`config.mk`:
```
export PLATFORM = sky130hd
export DESIGN_NAME = vend_fsm_param
export DESIGN_NICKNAME = d
export VERILOG_FILES = /design/src/rtl/vend_fsm_param.sv
export SDC_FILE = /design/constraint.sdc
export NUM_CORES = 1
export LEC_CHECK = 0
export BUFFER_PORTS_ARGS = -buffer_cell sky130_fd_sc_hd__buf_2
export CAP_MARGIN = 5
export CORE_MARGIN = 1.5
export CORE_UTILIZATION = 50
export DETAILED_ROUTE_END_ITERATION = 10
export GPL_ROUTABILITY_DRIVEN = 0
export GPL_TIMING_DRIVEN = 0
export PLACE_DENSITY = 0.76
export RECOVER_POWER = 50
export SLEW_MARGIN = 20
export SYNTH_ARGS = -nofsm -noshare
export SYNTH_HDL_FRONTEND = slang
export SYNTH_SLANG_ARGS = --single-unit
```
`constraint.sdc`:
```
create_clock -name clk -period 3.53 [get_ports clk]
set_input_delay 0.353 -clock clk [delete_from_list [all_inputs] [get_ports clk]]
set_output_delay 0.353 -clock clk [all_outputs]
set_load 0.01 [all_outputs]
```
`src/rtl/vend_fsm_param.sv`:
```
// Parametrised vending controller: coin credit, affordability mask, single vend, change refund.
// Optional VEND_KEEP_CREDIT_EN: leftover credit after a vend is retained instead of refunded.
module vend_fsm_param #(
  parameter int CREDIT_W   = 8,
  parameter int NUM_DRINKS = 4,
  parameter int SEL_W      = 3,
  parameter int BASE_PRICE = 10,
  parameter int PRICE_STEP = 5,
  parameter int MAX_CREDIT = 100
) (
  input  logic                  clk,
  input  logic                  reset,
  input  logic                  coin_valid,
  input  logic [CREDIT_W-1:0]   coin,
  input  logic                  sel_valid,
  input  logic [SEL_W-1:0]      drink_choose,
  input  logic                  cancel,
  output logic [CREDIT_W-1:0]   total_coin,
  output logic [NUM_DRINKS-1:0] avail,
  output logic [NUM_DRINKS-1:0] dispense,
  output logic                  dispense_valid,
  output logic [CREDIT_W-1:0]   change,
  output logic                  change_valid,
  output logic                  coin_reject,
  output logic                  sel_reject,
  output logic                  busy
);

  typedef enum logic [1:0] {S_IDLE, S_CREDIT, S_VEND, S_CHANGE} state_e;

  state_e                state_q, state_d;
  logic [CREDIT_W-1:0]   credit_q, credit_d;
  logic [NUM_DRINKS-1:0] dispense_q, dispense_d;
  logic                  coin_reject_q, coin_reject_d;
  logic                  sel_reject_q, sel_reject_d;

  logic [CREDIT_W:0]     sum;
  logic                  sel_hit;
  logic [NUM_DRINKS-1:0] sel_onehot;
  logic [CREDIT_W-1:0]   sel_price;

  function automatic logic [31:0] price(input int k);
    return 32'(BASE_PRICE + (k - 1) * PRICE_STEP);
  endfunction

  always_comb begin
    avail = '0;
    for (int k = 1; k <= NUM_DRINKS; k++) begin
      avail[k-1] = (32'(credit_q) >= price(k));
    end
  end

  // Decode the selection against the price ladder; out-of-range indices never hit.
  always_comb begin
    sel_hit    = 1'b0;
    sel_onehot = '0;
    sel_price  = '0;
    for (int k = 1; k <= NUM_DRINKS; k++) begin
      if (drink_choose == SEL_W'(k)) begin
        sel_hit         = avail[k-1];
        sel_onehot[k-1] = 1'b1;
        sel_price       = CREDIT_W'(price(k));
      end
    end
  end

  always_comb begin
    state_d       = state_q;
    credit_d      = credit_q;
    dispense_d    = '0;
    coin_reject_d = 1'b0;
    sel_reject_d  = 1'b0;
    sum           = {1'b0, credit_q} + {1'b0, coin};
    case (state_q)
      S_IDLE, S_CREDIT: begin
        if (cancel) begin
          if (credit_q != '0) state_d = S_CHANGE;
        end else if (coin_valid) begin
          if (sum <= (CREDIT_W+1)'(MAX_CREDIT)) begin
            credit_d = sum[CREDIT_W-1:0];
            if (sum != '0) state_d = S_CREDIT;
          end else begin
            coin_reject_d = 1'b1;
          end
        end else if (sel_valid) begin
          if (sel_hit) begin
            credit_d   = credit_q - sel_price;
            dispense_d = sel_onehot;
            state_d    = S_VEND;
          end else begin
            sel_reject_d = 1'b1;
          end
        end
      end
      // Credit here already holds the remainder latched at selection time.
      S_VEND: begin
        coin_reject_d = coin_valid;
        if (credit_q != '0) begin
`ifdef VEND_KEEP_CREDIT_EN
          state_d = S_CREDIT;
`else
          state_d = S_CHANGE;
`endif
        end else begin
          state_d = S_IDLE;
        end
      end
      S_CHANGE: begin
        coin_reject_d = coin_valid;
        credit_d      = '0;
        state_d       = S_IDLE;
      end
    endcase
  end

  always_ff @(posedge clk or negedge reset) begin
    if (!reset) begin
      state_q       <= S_IDLE;
      credit_q      <= '0;
      dispense_q    <= '0;
      coin_reject_q <= 1'b0;
      sel_reject_q  <= 1'b0;
    end else begin
      state_q       <= state_d;
      credit_q      <= credit_d;
      dispense_q    <= dispense_d;
      coin_reject_q <= coin_reject_d;
      sel_reject_q  <= sel_reject_d;
    end
  end

  assign total_coin     = credit_q;
  assign dispense       = dispense_q;
  assign dispense_valid = (state_q == S_VEND);
  assign change_valid   = (state_q == S_CHANGE);
  assign change         = (state_q == S_CHANGE) ? credit_q : '0;
  assign coin_reject    = coin_reject_q;
  assign sel_reject     = sel_reject_q;
  assign busy           = (state_q == S_VEND) || (state_q == S_CHANGE);

endmodule

```
==> parameters.txt, run 1 <==
Parameter                              Value

Run status
  Run status ... finished, final reports clean

Final layout
  Commonest non-fill, non-tap cells in the layout ... 30 x buf_2, 23 x nand2_1, 22 x clkbuf_1
  Layout overhead on the synthesized area ... 16.9%
  Net total in the final layout ... 287
  Share of post-route cells with drive strength above 1 ... 16.9%
  Commonest non-fill, non-tap cell in the layout ... buf_2
  Diode insertion count for antenna repair ... 0

Yosys
  Number of synthesized flops with an enable pin ... 0
  Most used flip-flop cell after synthesis ... dfrtp_1
  Number of register bits inferred by synthesis ... 16
  Number of standard cells after synthesis ... 207
  Unique masters post-synth ... 53
  Share of synthesized registers carrying an async set or reset ... 100%
  Area of the mapped netlist ... 1710 sq um
  YS warnings ... 0
  Proportion of synthesized chip area in sequential cells ... 23.5%
  Syn_nets ... 238
  Syn_area_per_cell ... 8.24 sq um

Floorplanning
  Horizontal die dimension ... 61.4 um
  Number of top-level design ports ... 45
  Initial standard-cell utilization of the core ... 51.5%
  Cell row count ... 21
  Area of the core region ... 3310 sq um
  Die Height ... 61.4 um
  Die Outline Area ... 3770 sq um

Power and ir drop
  Clock share of power ... 6.9%
  Combinational share of power ... 71.5%
  Switching portion of total power ... 52.2%
  Maximum resistive drop on vdd ... 0.327 mV
  Areal power density over the cells ... 742 nW/um^2
  Switching power total ... 773 uW
  Part of the total power dissipated in sequential elements ... 21.6%
  Leakage power ... 0.928 nW
  Internal power component ... 707 uW

Timing
  Max-slew headroom ... 40.7%
  Final count of hold timing violations ... 0
  Final worst clock skew ... 0.000347 ns
  Final Slew Violations ... 0
  Unrepaired setup endpoints after global routing ... false
  Crit share post-route ... 89.0%
  Slew at the pin closest to its max-slew limit ... 0.889 ns
  Timing-limited maximum frequency ... 318 MHz
  # setup viols final ... 0
  Min Clock Period, post-route ... 3.14 ns
  Final critical-path setup slack ... 0.387 ns
  Setup tns final ... 0 ns

GRT
  Via count of the first global-routing pass ... 1463
  Global-route track usage on met3 ... 4.62%
  Total Routing Usage GR ... 23.4%
  Met2 demand-to-capacity share in global routing ... 40.6%
  Most Used Layer, Global Route ... met2
  Remaining Overflow, GRT ... 0
  Largest net degree at the start of global routing ... 17
  Met1 track demand over resource ... 31.6%
  Global-route wire length before repair ... 6.64 mm
  Number of antenna violations at the first check in global routing ... 0

Placed design
  Total of buffers placed on input and output ports ... 43
  Post-DP HPWL ... 3.30 mm
  Post-Place Worst Slack ... 0.458 ns

Route
  Avg WL per Cell ... 14.2 um
  Vias per cell ... 5.74
  First-pass iteration count of the detailed router ... 4
  ANT nets after route ... 0
  Violation count after the first detailed-routing iteration ... 81
  Final WL ... 4.27 mm
  Number of vias in the routed layout ... 1723
  DRC violations left ... 0

Critical path
  Worst Setup End Kind ... register
  Crit-path max FO ... 7
  Nature of the critical path startpoint ... register
  WP data arrival ... 3.36 ns
  Data required time of the critical path ... 3.75 ns
  Category of the most critical setup path ... reg2reg

CTS
  Number of clock sinks ... 16
  Clock root cell ... clkbuf_4
  TritonCTS clock tree ... built
  Number of buffers between clock root and the deepest sink ... 2
  Reg clk slew, reported paths ... 0.10 ns
  Source-to-sink clock delay at the later pin of the worst-skew pair ... 0.29 ns
  Count of H-tree levels built during CTS ... 1
  TritonCTS buffer count ... 3

Worst hold path
  Worst min path class ... in2reg

Flow run
  Max-capacitance violation count ... 0
## layout make-up
type                       instances  area, sq um
fill                             317         1320
multi-input combinational        173         1240
sequential                        16          400
timing repair buffer              44          208
tap                               46         57.6
buffer                            10         38.8
inverter                           8         30.0
clock buffer                       3         22.5
## synth_stat cells, drive strengths merged, types with 2 or more instances
library cell	n	area [sq um]
nand2	23	86.3
nor2	20	77.6
dfrtp	16	400
a21oi	15	75.1
ha	13	163
and3	9	56.3
o21ai	9	45.0
clkbuf	8	30.0
inv	8	30.0
nand2b	8	50.1
mux2i	6	60.1
nor3	6	35.0
nor2b	5	31.3
nor4	5	31.3
a21boi	3	22.5
a21o	3	22.5
nand3	3	15.0
nand4	3	18.8
o22ai	3	18.8
o311ai	3	43.8
or4	3	26.3
xor2	3	26.3
a22oi	2	15.0
a31oi	2	12.5
a32oi	2	36.3
and2	2	12.5
buf	2	8.75
fa	2	40.0
nand4b	2	17.5
o211ai	2	15.0
xnor2	2	17.5
## per-layer routing
layer	routed length [um]	share of wire (%)	up-vias
li1	-	-	857
met1	1990	47	811
met3	203	4.8	2
met4	19	0.45	0
met2	2050	48	53
met5	0	0	-
## timing repair
action                                 in CTS  in global routing
resized for setup                           0                  0
buffers inserted                            0                  0
endpoints found under the hold margin      16                  0
hold buffers                                1                  0
## per-stage QoR
stage	hold slack, ns	instances	power [mW]	util [%]	instance area (sq um)
after floorplan	0.0574	207	1.09	-	1710
after global placement	0.286	296	1.36	59.8	1980
after detailed placement	0.288	296	1.38	59.8	1980
after CTS	0.381	300	1.49	60.8	2010
after global routing	0.379	300	1.63	60.2	1990
final	0.381	300	1.48	60.2	1990
## state kept, by name, summed over array words and instances, names as in the netlist
| signal | count |
|---|---|
| total_coin | 8 |
| dispense | 4 |
| state_q | 2 |
| coin_reject | 1 |
| sel_reject | 1 |
## critical path, cell delays in order (launching register included)
cell and delay (ns):
dfrtp_1 0.48, ha_1 0.26, fa_1 0.45, a211oi_2 0.36, nor2_1 0.10, xor2_1 0.35, o311ai_4 0.17, a32oi_4 0.36
nand2b_1 0.14, buf_2 0.19, mux2i_1 0.20
## cell families after synthesis
family | Yosys count | share of synthesized area, %
compound gates | 52 | 24.4
xor+xnor | 5 | 2.57
fa+ha+maj | 15 | 11.9
buf+inv | 18 | 4.03
flops | 16 | 23.5
mux | 7 | 4.18
simple gates | 94 | 29.5
## power groups by stage
stage | registers (mW) | logic [mW] | clock network, mW
2_1_floorplan | 0.315 | 0.779 | 0
4_1_cts | 0.321 | 1.06 | 0.101
5_1_grt | 0.331 | 1.19 | 0.109
3_3_place_gp | 0.323 | 1.04 | 0
3_5_place_dp | 0.325 | 1.06 | 0
6_report | 0.320 | 1.06 | 0.102
## path summary, 6_finish.rpt
path,endpoint,depth (start not counted),start,slack [ns]
max in group asynchronous,total_coin[0],2,reset,2.30
max reg2reg,total_coin[3],10,total_coin[0],0.39
max,total_coin[3],10,total_coin[0],0.39
min,state_q[1],3,sel_valid,0.38
min in group asynchronous,state_q[1],2,reset,0.69
min reg2reg,total_coin[0],2,total_coin[0],0.66
Note: power is estimated with default switching activity, not from simulation.
==> run 2, diff against run 1 <==
CAP_MARGIN = 10   (was 5)
REMOVE_ABC_BUFFERS = 1   (was not set)
==> parameters.txt, run 2 (synthesis results as in run 1) <==
Parameter                              Value

Final layout
  Share of post-route cells with drive strength above 1 ... 17.6%
  Commonest non-fill, non-tap cells in the layout ... 30 x buf_2, 23 x nand2_1, 19 x nor2_1
  Final standard cell utilization of the core ... 59.2%
  Diode insertion count for antenna repair ... 0
  Commonest non-fill, non-tap cell in the layout ... buf_2
  Flip-flop count of the largest register, all copies and words added ... 8
  Layout overhead on the synthesized area ... 14.9%
  Net total in the final layout ... 278
  Post-layout instance count excluding filler cells ... 291

Floorplanning
  Horizontal die dimension ... 61.4 um
  Number of top-level design ports ... 45
  Die Height ... 61.4 um
  Area of the core region ... 3310 sq um
  Die Outline Area ... 3770 sq um
  Cell row count ... 21
  Initial standard-cell utilization of the core ... 51.5%

Timing
  Final hold slack ... 0.335 ns
  # setup viols final ... 0
  Unrepaired setup endpoints after global routing ... false
  Final Slew Violations ... 0
  Slew at the pin closest to its max-slew limit ... 0.883 ns
  Final critical-path setup slack ... 0.409 ns
  Final count of hold timing violations ... 0
  Final worst clock skew ... 0.00769 ns
  Setup tns final ... 0 ns
  Max-slew headroom ... 41.2%
  Min Clock Period, post-route ... 3.12 ns
  Timing-limited maximum frequency ... 320 MHz
  Crit share post-route ... 88.4%

Worst hold path
  Number of cells traversed by the worst hold path ... 2
  Worst min path class ... in2reg
  Hold Path End ... dispense[1]
  Min-delay src ... drink_choose[0]

Critical path
  Capture instance of the worst register-to-register path ... total_coin[3]
  Crit-path max FO ... 7
  RR Startpoint ... total_coin[0]
  Data required time of the critical path ... 3.75 ns
  Crit path largest cell delay ... 0.48 ns
  Slowest stage cell, crit path ... dfrtp_1
  Worst path cell trace ... ha_1 -> fa_1 -> a211oi_2 -> nor2_1 -> xor2_1 -> o311ai_4 -> a32oi_4 -> nand2b_1 -> mux2i_1
  Worst Setup End Kind ... register
  Worst-case register-to-register setup slack ... 0.41 ns
  Reg2Reg Depth ... 9
  WP data arrival ... 3.34 ns
  Category of the most critical setup path ... reg2reg
  Nature of the critical path startpoint ... register

CTS
  TritonCTS clock tree ... built
  Clock root cell ... clkbuf_4
  Count of H-tree levels built during CTS ... 1
  Reg clk slew, reported paths ... 0.09 ns
  TritonCTS buffer count ... 3
  Number of buffers between clock root and the deepest sink ... 2
  Number of clock sinks ... 16
  Source-to-sink clock delay at the later pin of the worst-skew pair ... 0.30 ns
  # resized after CTS ... 0
  Post-CTS Setup Inserts ... 0

Power and ir drop
  Switching power total ... 758 uW
  Maximum resistive drop on vdd ... 0.298 mV
  Internal power component ... 695 uW
  Clock share of power ... 6.9%
  Part of the total power dissipated in sequential elements ... 24.6%
  Combinational share of power ... 68.4%
  Areal power density over the cells ... 741 nW/um^2
  Leakage power ... 0.922 nW
  Switching portion of total power ... 52.2%

Route
  Final WL ... 4.04 mm
  ANT nets after route ... 0
  First-pass iteration count of the detailed router ... 4
  Avg WL per Cell ... 13.9 um
  Vias per cell ... 5.82
  Violation count after the first detailed-routing iteration ... 117
  DRC violations left ... 0
  Number of vias in the routed layout ... 1694

GRT
  Global-route wire length before repair ... 6.38 mm
  Total Routing Usage GR ... 22.6%
  Largest net degree at the start of global routing ... 23
  Remaining Overflow, GRT ... 0
  Via count of the first global-routing pass ... 1355
  Number of antenna violations at the first check in global routing ... 0

Run status
  Run status ... finished, final reports clean

Flow run
  Max-capacitance violation count ... 0

Placed design
  Total of buffers placed on input and output ports ... 44
  Post-Place Worst Slack ... 0.452 ns
  Post-DP HPWL ... 3.08 mm
  # placed instances ... 287
==> run 2: power groups by stage <==
stage          Combinational [mW]  Sequential [mW]  Clock, mW
6_report                    0.994            0.358      0.101
5_1_grt                      1.11            0.374      0.109
4_1_cts                      1.00            0.355      0.101
3_5_place_dp                0.998            0.359          0
3_3_place_gp                0.980            0.358          0
2_1_floorplan               0.733            0.341          0
==> run 2: area by class of cell <==
type / count / area, sq um
clock buffers: 3 / 22.5
fillers: 341 / 1350
inverters: 8 / 30.0
multi-input cells: 173 / 1240
flip-flops and latches: 16 / 400
well taps: 46 / 57.6
repair buffers: 45 / 213
==> run 2: routing by layer <==
metal	GRT usage (%)	share of wire, %	up-vias
li1	-	-	850
met1	32.7	48	795
met2	35.1	48	47
met3	5.46	4.2	2
met4	3.65	0.42	0
met5	0	0	-
==> run 2: how the worst max path moves through the flow <==
stage / cells past startpoint / end / startpoint
floorplan: 9 / state_q[0] / total_coin[0]
global placement: 9 / total_coin[7] / total_coin[0]
detailed placement: 9 / total_coin[3] / total_coin[0]
CTS: 9 / total_coin[3] / total_coin[0]
global route: 9 / total_coin[2] / total_coin[0]
finish: 9 / total_coin[3] / total_coin[0]
==> run 2: worst max-delay path, delay by kind of cell, from the launching register on <==
kind | cells | cell delay, ns
compound gates | 3 | 0.88
fa+ha+maj | 2 | 0.69
flops | 1 | 0.48
simple gates | 2 | 0.45
xor+xnor | 1 | 0.32
mux | 1 | 0.22
==> run 2: stage by stage <==
step           cell area [sq um]  power [mW]
2_1_floorplan               1670        1.07
3_3_place_gp                1950        1.34
3_5_place_dp                1950        1.36
4_1_cts                     1980        1.46
5_1_grt                     1960        1.60
6_report                    1960        1.45
==> run 2: what timing repair did <==
item,in CTS,in global routing
hold endpoints to repair,16,0
endpoints found under the setup margin,0,0
hold buffers,1,0
